$ cat src/rtl/shift_sequencer_pkg.sv
// Shared definitions for the multi-pass shift sequencer and its shifter datapath.
// Opcodes, the per-pass step limit and the controller state encoding.
package shift_pkg;

    localparam logic [3:0] OP_SLL = 4'd8;
    localparam logic [3:0] OP_SLR = 4'd9;
    localparam logic [3:0] OP_SRL = 4'd10;
    localparam logic [3:0] OP_SRA = 4'd11;

    localparam int MAX_STEP = 7;

    typedef enum logic [1:0] {
        ST_IDLE = 2'd0,
        ST_RUN  = 2'd1,
        ST_DONE = 2'd2
    } state_t;

    function automatic logic op_is_valid(input logic [3:0] op);
        return (op >= OP_SLL) && (op <= OP_SRA);
    endfunction

endpackage

$ cat src/rtl/shift_sequencer_if.sv
// Request/response bundle between execute-stage control and the shift sequencer.
// master drives the request side, slave is the sequencer.
interface shift_sequencer_if;

    logic        start;
    logic [3:0]  op;
    logic [4:0]  amount;
    logic [15:0] data;
    logic        busy;
    logic        done;
    logic [15:0] result;
    logic        s;
    logic        z;
    logic        c;
    logic        v;
    logic        err;

    modport master (
        output start, op, amount, data,
        input  busy, done, result, s, z, c, v, err
    );

    modport slave (
        input  start, op, amount, data,
        output busy, done, result, s, z, c, v, err
    );

endinterface

$ cat src/rtl/shift_sequencer_shifter.sv
// Single-pass 16-bit shifter: sll, rotate-left, srl, sra by 0..15 with carry-out.
// Carry is the last bit shifted out; rotates and unknown opcodes give carry 0.
module shift_sequencer_shifter
    import shift_pkg::*;
(
    input  logic [3:0]  op,
    input  logic [15:0] a,
    input  logic [3:0]  d,
    output logic [15:0] y,
    output logic        c
);

    logic [16:0] ext;

    always_comb begin
        ext = '0;
        y   = '0;
        c   = 1'b0;
        case (op)
            OP_SLL: begin
                ext = {1'b0, a} << d;
                y   = ext[15:0];
                c   = ext[16];
            end
            OP_SLR: begin
                y = (a << d) | (a >> (5'd16 - {1'b0, d}));
            end
            OP_SRL: begin
                // a guard bit below the LSB catches the last bit shifted out
                ext = {a, 1'b0} >> d;
                y   = ext[16:1];
                c   = ext[0];
            end
            OP_SRA: begin
                ext = 17'($signed({a, 1'b0}) >>> d);
                y   = ext[16:1];
                c   = ext[0];
            end
            default: begin
                y = '0;
                c = 1'b0;
            end
        endcase
    end

endmodule

$ cat src/rtl/shift_sequencer.sv
// Multi-cycle shift controller: splits a 0..31 shift into shifter passes of at most MAX_STEP.
// state   | meaning
// ST_IDLE | waiting for start
// ST_RUN  | one shifter pass per cycle until rem reaches 0 (single pass for rotate/invalid op)
// ST_DONE | done pulse; result/flags valid; a new start is accepted here
module shift_sequencer
    import shift_pkg::*;
(
    input  logic               clk,
    input  logic               rst_n,
    shift_sequencer_if.slave   bus
);

    state_t      state_q, state_d;
    logic [3:0]  op_q;
    logic [15:0] work_q;
    logic [4:0]  rem_q;
    logic        c_reg_q;
    logic [15:0] result_q;
    logic        s_q, z_q, c_q, err_q;

    logic        load, step, last_pass;
    logic [3:0]  step_d;
    logic [4:0]  rem_next;
    logic [15:0] sh_y;
    logic        sh_c;

    shift_sequencer_shifter u_shifter (
        .op (op_q),
        .a  (work_q),
        .d  (step_d),
        .y  (sh_y),
        .c  (sh_c)
    );

    // rotate takes the low four bits of the amount in one pass
    always_comb begin
        step_d = rem_q[3:0];
        if (op_q != OP_SLR && rem_q >= 5'(MAX_STEP)) begin
            step_d = 4'(MAX_STEP);
        end
    end

    assign rem_next  = rem_q - {1'b0, step_d};
    assign last_pass = (op_q == OP_SLR) || !op_is_valid(op_q) || (rem_next == 5'd0);

    always_comb begin
        state_d = state_q;
        load    = 1'b0;
        step    = 1'b0;
        case (state_q)
            ST_IDLE, ST_DONE: begin
                if (bus.start) begin
                    state_d = ST_RUN;
                    load    = 1'b1;
                end else begin
                    state_d = ST_IDLE;
                end
            end
            ST_RUN: begin
                step = 1'b1;
                if (last_pass) begin
                    state_d = ST_DONE;
                end
            end
            default: state_d = ST_IDLE;
        endcase
    end

    always_ff @(posedge clk or negedge rst_n) begin
        if (!rst_n) begin
            state_q <= ST_IDLE;
        end else begin
            state_q <= state_d;
        end
    end

    always_ff @(posedge clk or negedge rst_n) begin
        if (!rst_n) begin
            op_q     <= '0;
            work_q   <= '0;
            rem_q    <= '0;
            c_reg_q  <= 1'b0;
            result_q <= '0;
            s_q      <= 1'b0;
            z_q      <= 1'b0;
            c_q      <= 1'b0;
            err_q    <= 1'b0;
        end else if (load) begin
            op_q    <= bus.op;
            work_q  <= bus.data;
            rem_q   <= bus.amount;
            c_reg_q <= 1'b0;
        end else if (step) begin
            work_q  <= sh_y;
            rem_q   <= rem_next;
            c_reg_q <= sh_c;
            if (last_pass) begin
                result_q <= sh_y;
                s_q      <= sh_y[15];
                z_q      <= (sh_y == 16'd0);
                c_q      <= sh_c;
                err_q    <= !op_is_valid(op_q);
            end
        end
    end

    assign bus.busy   = (state_q == ST_RUN);
    assign bus.done   = (state_q == ST_DONE);
    assign bus.result = result_q;
    assign bus.s      = s_q;
    assign bus.z      = z_q;
    assign bus.c      = c_q;
    assign bus.v      = 1'b0;
    assign bus.err    = bus.done & err_q;

endmodule

$ cat src/flat_wrapper.sv
// flat-port wrapper written by rule: the top's interface ports become plain ports
module shift_sequencer_flat import shift_pkg::*;
  (clk, rst_n, bus_start, bus_op, bus_amount, bus_data, bus_busy, bus_done, bus_result, bus_s, bus_z, bus_c, bus_v, bus_err);
  shift_sequencer_if bus_i ();
  input  logic clk;
  input  logic rst_n;
  input wire logic [$bits(bus_i.start)-1:0] bus_start;
  input wire logic [$bits(bus_i.op)-1:0] bus_op;
  input wire logic [$bits(bus_i.amount)-1:0] bus_amount;
  input wire logic [$bits(bus_i.data)-1:0] bus_data;
  output wire logic [$bits(bus_i.busy)-1:0] bus_busy;
  output wire logic [$bits(bus_i.done)-1:0] bus_done;
  output wire logic [$bits(bus_i.result)-1:0] bus_result;
  output wire logic [$bits(bus_i.s)-1:0] bus_s;
  output wire logic [$bits(bus_i.z)-1:0] bus_z;
  output wire logic [$bits(bus_i.c)-1:0] bus_c;
  output wire logic [$bits(bus_i.v)-1:0] bus_v;
  output wire logic [$bits(bus_i.err)-1:0] bus_err;
  assign bus_i.start = bus_start;
  assign bus_i.op = bus_op;
  assign bus_i.amount = bus_amount;
  assign bus_i.data = bus_data;
  assign bus_busy = bus_i.busy;
  assign bus_done = bus_i.done;
  assign bus_result = bus_i.result;
  assign bus_s = bus_i.s;
  assign bus_z = bus_i.z;
  assign bus_c = bus_i.c;
  assign bus_v = bus_i.v;
  assign bus_err = bus_i.err;
  shift_sequencer u_core (.clk(clk), .rst_n(rst_n), .bus(bus_i));
endmodule
$ cat config.mk
export PLATFORM = sky130hd
export DESIGN_NAME = shift_sequencer_flat
export DESIGN_NICKNAME = d
export VERILOG_FILES = /design/src/rtl/shift_sequencer_pkg.sv /design/src/rtl/shift_sequencer_if.sv /design/src/rtl/shift_sequencer_shifter.sv /design/src/rtl/shift_sequencer.sv /design/src/flat_wrapper.sv
export SDC_FILE = /design/constraint.sdc
export NUM_CORES = 1
export LEC_CHECK = 0
export CORE_UTILIZATION = 30
export DETAILED_ROUTE_END_ITERATION = 12
export PLACE_DENSITY_LB_ADDON = 0.25
export SLEW_MARGIN = 20
export SYNTH_ARGS = -nofsm -noshare
export SYNTH_HDL_FRONTEND = slang
export SYNTH_HIERARCHICAL = 1
export SYNTH_SLANG_ARGS = --single-unit
$ cat constraint.sdc
create_clock -name clk -period 4.83 [get_ports clk]
set_clock_uncertainty 0.15 [all_clocks]
set_input_delay 1.449 -clock clk [delete_from_list [all_inputs] [get_ports clk]]
set_output_delay 1.449 -clock clk [all_outputs]
set_load 0.005 [all_outputs]
-- After elaboration in Yosys (flattened, before gate mapping)
Index checks and enable logic that the tools add are counted.
Widths: inputs -> output; s select.
- reductions and logical operators: 11
- $add $sub $neg: 2
- $lt $le $gt $ge: 3
- bitwise logic cells: 3
- shift operators: 5
- multiplexer cells: 13
- eq/ne operators: 8
- operators with widths (cell ; number):
    $pmux 16 s4 ; 1
    $mux 16 ; 2
    $shl 16x4->17 ; 1
    $shr 17x4->17 ; 1
    $sshr 17x4->17 ; 1
    $eq 4x4->1 const B ; 4
    $logic_not 16->1 ; 1
    $or 16x16->16 ; 1
    $shl 16x4->16 ; 1
    $shr 16x5->16 ; 1
    $mux 5 ; 2
    $ge 5x3->1 const B ; 1
    $logic_not 5->1 ; 1
    $sub 5x4->5 ; 1
    $sub 5x4->5 const A ; 1
    $ge 4x4->1 const B ; 1
    $le 4x4->1 const B ; 1
    $mux 1 ; 4
    $mux 4 ; 1
    $ne 4x4->1 const B ; 1
    $pmux 2 s2 ; 1
    $pmux 1 s3 ; 1
    $reduce_and 3->1 ; 1
    $eq 2x1->1 const B ; 1
    11 further kinds ; 13
- input port bits: 28
- register bits: 47
- output and inout port bits: 23
- word-level logic and storage cells: 54

-- Logic depth before layout (Yosys ltp)
- word-level depth: 9
- gate-level depth with buffers: 18
- depth with buffers taken out: 13

-- Cells and area by module
Netlist, hierarchy kept.
- by module, submodules not included (module ; area an instance (µm²) ; cells an instance ; times used ; seq. area each (µm²)):
    shift_sequencer_shifter ; 2563.7 ; 319 ; 1 ; 0.0
    shift_sequencer ; 2248.4 ; 201 ; 1 ; 1151.1

-- Worst setup path before layout
No wires, ideal clock.
- path kind: flip-flop to flip-flop
- from: reg u_core.rem_q[0]
- to: reg u_core.z_q, in the netlist u_core/bus.z
- arrival: 3.833 ns
- path slack: 0.768 ns
- setup time: 0.079 ns
- required time: 4.601 ns
- cell stages (with the launch flop): 18
- cell sequence: dfrtp_1 and3_4 o31ai_4 or2b_1 buf_6 buf_2 inv_1 buf_2 ha_1 buf_2 buf_1 mux4_2 mux2i_1 o21ai_0 a211o_1 nor4_1 nand4_1 mux2i_1
- longest elaborated chain between the ends: 8
- elaborated cells on any way between the ends: 16
- classes of those cells: add/sub: 2; order compare: 1; shift: 5; mux: 2; bitwise: 1; reduce/logical: 5
- RTL lines (element ; line ; text):
    start, declared ; shift_sequencer.sv:17 ; logic [4:0] rem_q;
    start signal, assigned ; shift_sequencer.sv:92 ; rem_q <= bus.amount;
    start signal, assigned ; shift_sequencer.sv:96 ; rem_q <= rem_next;
    $ge 5x3->1 ; shift_sequencer.sv:39 ; if (op_q != OP_SLR && rem_q >= 5'(MAX_STEP)) begin
    $logic_and 1x1->1 ; shift_sequencer.sv:39 ;
    $mux 4 * ; shift_sequencer.sv:39 ;
    named net u_core.step_d[0] ; shift_sequencer.sv:23 ; logic [3:0] step_d;
    $sub 5x4->5 ; shift_sequencer_shifter.sv:26 ; y = (a << d) | (a >> (5'd16 - {1'b0, d}));
    $shr 16x5->16 ; shift_sequencer_shifter.sv:26 ;
    $or 16x16->16 ; shift_sequencer_shifter.sv:26 ;
    $pmux 16 s4 * ; shift_sequencer_shifter.sv:19 ; case (op)
    named net u_core.sh_y[2] ; shift_sequencer.sv:25 ; logic [15:0] sh_y;
    $logic_not 16->1 * ; shift_sequencer.sv:101 ; z_q <= (sh_y == 16'd0);
    end signal, assigned ; shift_sequencer.sv:101 ;
    end, declared ; shift_sequencer.sv:20 ; logic s_q, z_q, c_q, err_q;
The timed path passes the listed nets; every way through them passes the cells marked *.
A chain may end at the register's enable or synchronous reset.

-- Worst setup path after layout
Same ends and word-level chain as after synthesis.

==> out/metrics.yaml <==
outcome:
  status: "finished, final reports clean"
clock_tree:
  htreeDepth: 2
  cts_sinks: 46
  clk_latency_ps: 300
  ctsResizeCount: 0
  clk_pin_slew_ps: 70
  cts_tree: "done"
  clockBufferDepth: 2
  root_buffer: "clkbuf_16"
  ctsHoldBuffers: 0
  numCtsBuffers: 5
  post_cts_buffers: 0
global_route:
  grt-ovfl-total: 0
  grt_pass1_wl_um: 27100
  grt_max_degree: 59
  grt_pass1_vias: 4507
  track_usage_pct: 21.7
  antenna_found_initial: 0
timing:
  fin_crit_sh_pct: 89.1
  slew_viol_final: 0
  min_period_ps: 4300
  final-setup-viol-count: 0
  hold_viol: 0
  timing.fmax_mhz: 232
  worst_pin_slew_ps: 851
  fin_hold_ws_ps: 327
  rsz0062_at_grt: "no"
  slew_headroom_pct: 42.9
  tns_ps: 0
power:
  p_leak_nw: 2.35
  irDropWorstVdd_mv: 0.308
  power.total_mw: 4.30
  p_per_area_nw_per_um2: 769
route:
  wl_per_cell_um: 22.9
  antenna_left: 0
  routed_wl_um: 17200
  drt_first_pass_iters: 5
  vias: 4446
  drc: 0
  routed_via_density: 5.93
  dr.first_iter.drc_count: 440
synthesis:
  synth_ff_type: "dfrtp_1"
  synth_top_area_share_pct: 23.9
  avgSynthCellArea_um2: 9.25
  synth_fp_nets: 550
  ys_warn_count: 6
  synth-seq-cells: 46
  synth_largest_area_cell: "dfrtp_1"
  synthesis.area_um2: 4810
  async_flop_share_pct: 100
  netlist_instances: 520
  synth-edff-count: 0
  synth_top_cells_by_area: "dfrtp_1 24%, mux4_2 14%, mux2i_1 7.3%"
  yosysSeqAreaShare_pct: 23.9
  yosys.cell_types.count: 70
place:
  postPlaceCellArea_um2: 5440
  portBuffers: 49
  dp.final_hpwl_um: 12600
  place.gp.congestion: 0.915
die:
  num_rows: 45
  coreArea_um2: 15400
  start_util_pct: 31.2
  die_x_um: 129
  ios: 51
  fp.dieH_um: 129
  die_area_um2: 16600
critical_path:
  crit_type: "reg -> reg"
  timing.rr.end: "u_core/bus.z"
  crit_slowest_cell: "or4_4"
  crit_chain: "and3_4 -> o31ai_4 -> or2b_2 -> buf_12 -> or4_4 -> a2111oi_4 -> o211ai_1 -> and3_1 -> a211oi_2 -> nor4_1 -> nand4_1 -> mux2i_1"
  worstSetupStartpointType: "flop"
  rrSetupSlack_ps: 530
  crit_family: "simple AND/OR/NAND/NOR gates"
  cp.required_ps: 4850
  cp-end-kind: "flop"
  r2r-start: "u_core/rem_q[0]"
  cp_max_fo: 58
  cp.arrival_ps: 4320
  cpPeakStageDelay_ps: 610
  crit_buf_inv: 1
  r2r.worst_path.cells: 12
hold_path:
  min_path_type: "reg -> reg"
  hold_start: "u_core/err_q"
  min_delay_path_depth: 1
  min_to: "u_core/err_q"
final_layout:
  final_layout_size_suffix_gt1_share_pct: 20.8
  fin_nets: 568
  mostFrequentLayoutCell: "nand2_1"
  antenna_cells: 0
  fin_area_um2: 5590
  fillers: 1594
  layout_common_cells: "77 x nand2_1, 48 x clkdlybuf4s50_1, 46 x dfrtp_1"
  seq_area_um2: 1150
  multi_input_area_um2: 3340
  area_growth_pct: 16.1
flow_run:
  maxCapViolations: 0
## layer usage
layer | track usage [%] | wire length, µm | up-vias
li1 | - | - | 1983
met1 | 29.8 | 7580 | 2213
met5 | 0 | 0 | -
met2 | 34.3 | 7950 | 207
met4 | 9.27 | 610 | 0
met3 | 2.83 | 1040 | 43
## worst register-to-register path: cells and delay by family (launching register included)
kind,cells,cell delay [ps]
AND/OR/NAND/NOR,6,1730
AO/OA/AOI/OAI,4,1590
multiplexers,1,70
flip-flops,1,430
buffers and inverters,1,220
## through the flow
step	util, %	worst slack, ps	cells
3_5_place_dp	35.3	580	742
2_1_floorplan	-	768	520
6_report	36.2	527	750
3_3_place_gp	35.3	546	742
5_1_grt	36.2	337	750
4_1_cts	36.2	555	750
## cells by family after synthesis
kind of cell | synth area share, %
DFF | 23.9
muxes | 30.8
other | 0.0779
buffers and inverters | 6.73
and+or+nand+nor | 17.1
adders and majority gates | 0.520
xor gates and xnor gates | 0.364
AOI/OAI and AO/OA | 20.4
## Yosys cell counts, types with 4 or more instances
cell type and n:
mux2_4 17, or2_2 4, nor2b_1 6, mux2i_1 35, a211oi_1 5, nor2_1 30, o211ai_1 11, o31ai_1 5
nand3_1 5, and2_1 4, dfrtp_1 46, buf_1 4, inv_1 11, a22oi_1 24, a21oi_1 14, mux2_2 18
a211o_1 4, buf_2 13, nor3_1 10, nand2b_1 13, o21ai_0 22, buf_4 6, a31oi_1 8, nand2_1 77
clkbuf_1 30, buf_6 4, nor4_1 6, mux4_2 29
## registers in the layout (all words and copies together), names as in the netlist
register,flops
u_core/bus.result,16
u_core/rem_q,5
u_core/bus.c,1
u_core/err_q,1
u_core/work_q,16
u_core/bus.z,1
u_core/state_q,2
u_core/op_q,4
## power by group
group | switching, mW | internal [mW] | leakage, nW | total [mW]
sequential | 0.322 | 0.534 | 0.594 | 0.856
clock | 0.158 | 0.192 | 0.0698 | 0.350
combinational | 1.62 | 1.46 | 1.68 | 3.09
total | 2.10 | 2.19 | 2.35 | 4.30
## cell type report
| type | count | share of cell area (%) |
|---|---|---|
| repair buffers | 68 | 11.5 |
| well taps | 211 | 4.72 |
| flip-flops and latches | 46 | 20.6 |
| clock buffers | 5 | 2.24 |
| inverters | 11 | 0.739 |
| clock inverters | 3 | 0.381 |
| multi-input cells | 406 | 59.8 |
## how the worst max path moves through the flow
stage / start / endpoint / depth (start not counted)
3_5_place_dp: u_core/rem_q[0] / u_core/bus.z / 12
6_report: u_core/rem_q[0] / u_core/bus.z / 12
3_3_place_gp: u_core/rem_q[0] / u_core/bus.z / 12
5_1_grt: u_core/rem_q[0] / u_core/bus.z / 12
2_1_floorplan: u_core/rem_q[0] / u_core/bus.z / 17
4_1_cts: u_core/rem_q[0] / u_core/bus.z / 12
No activity file was read; power rests on OpenSTA's default activity.
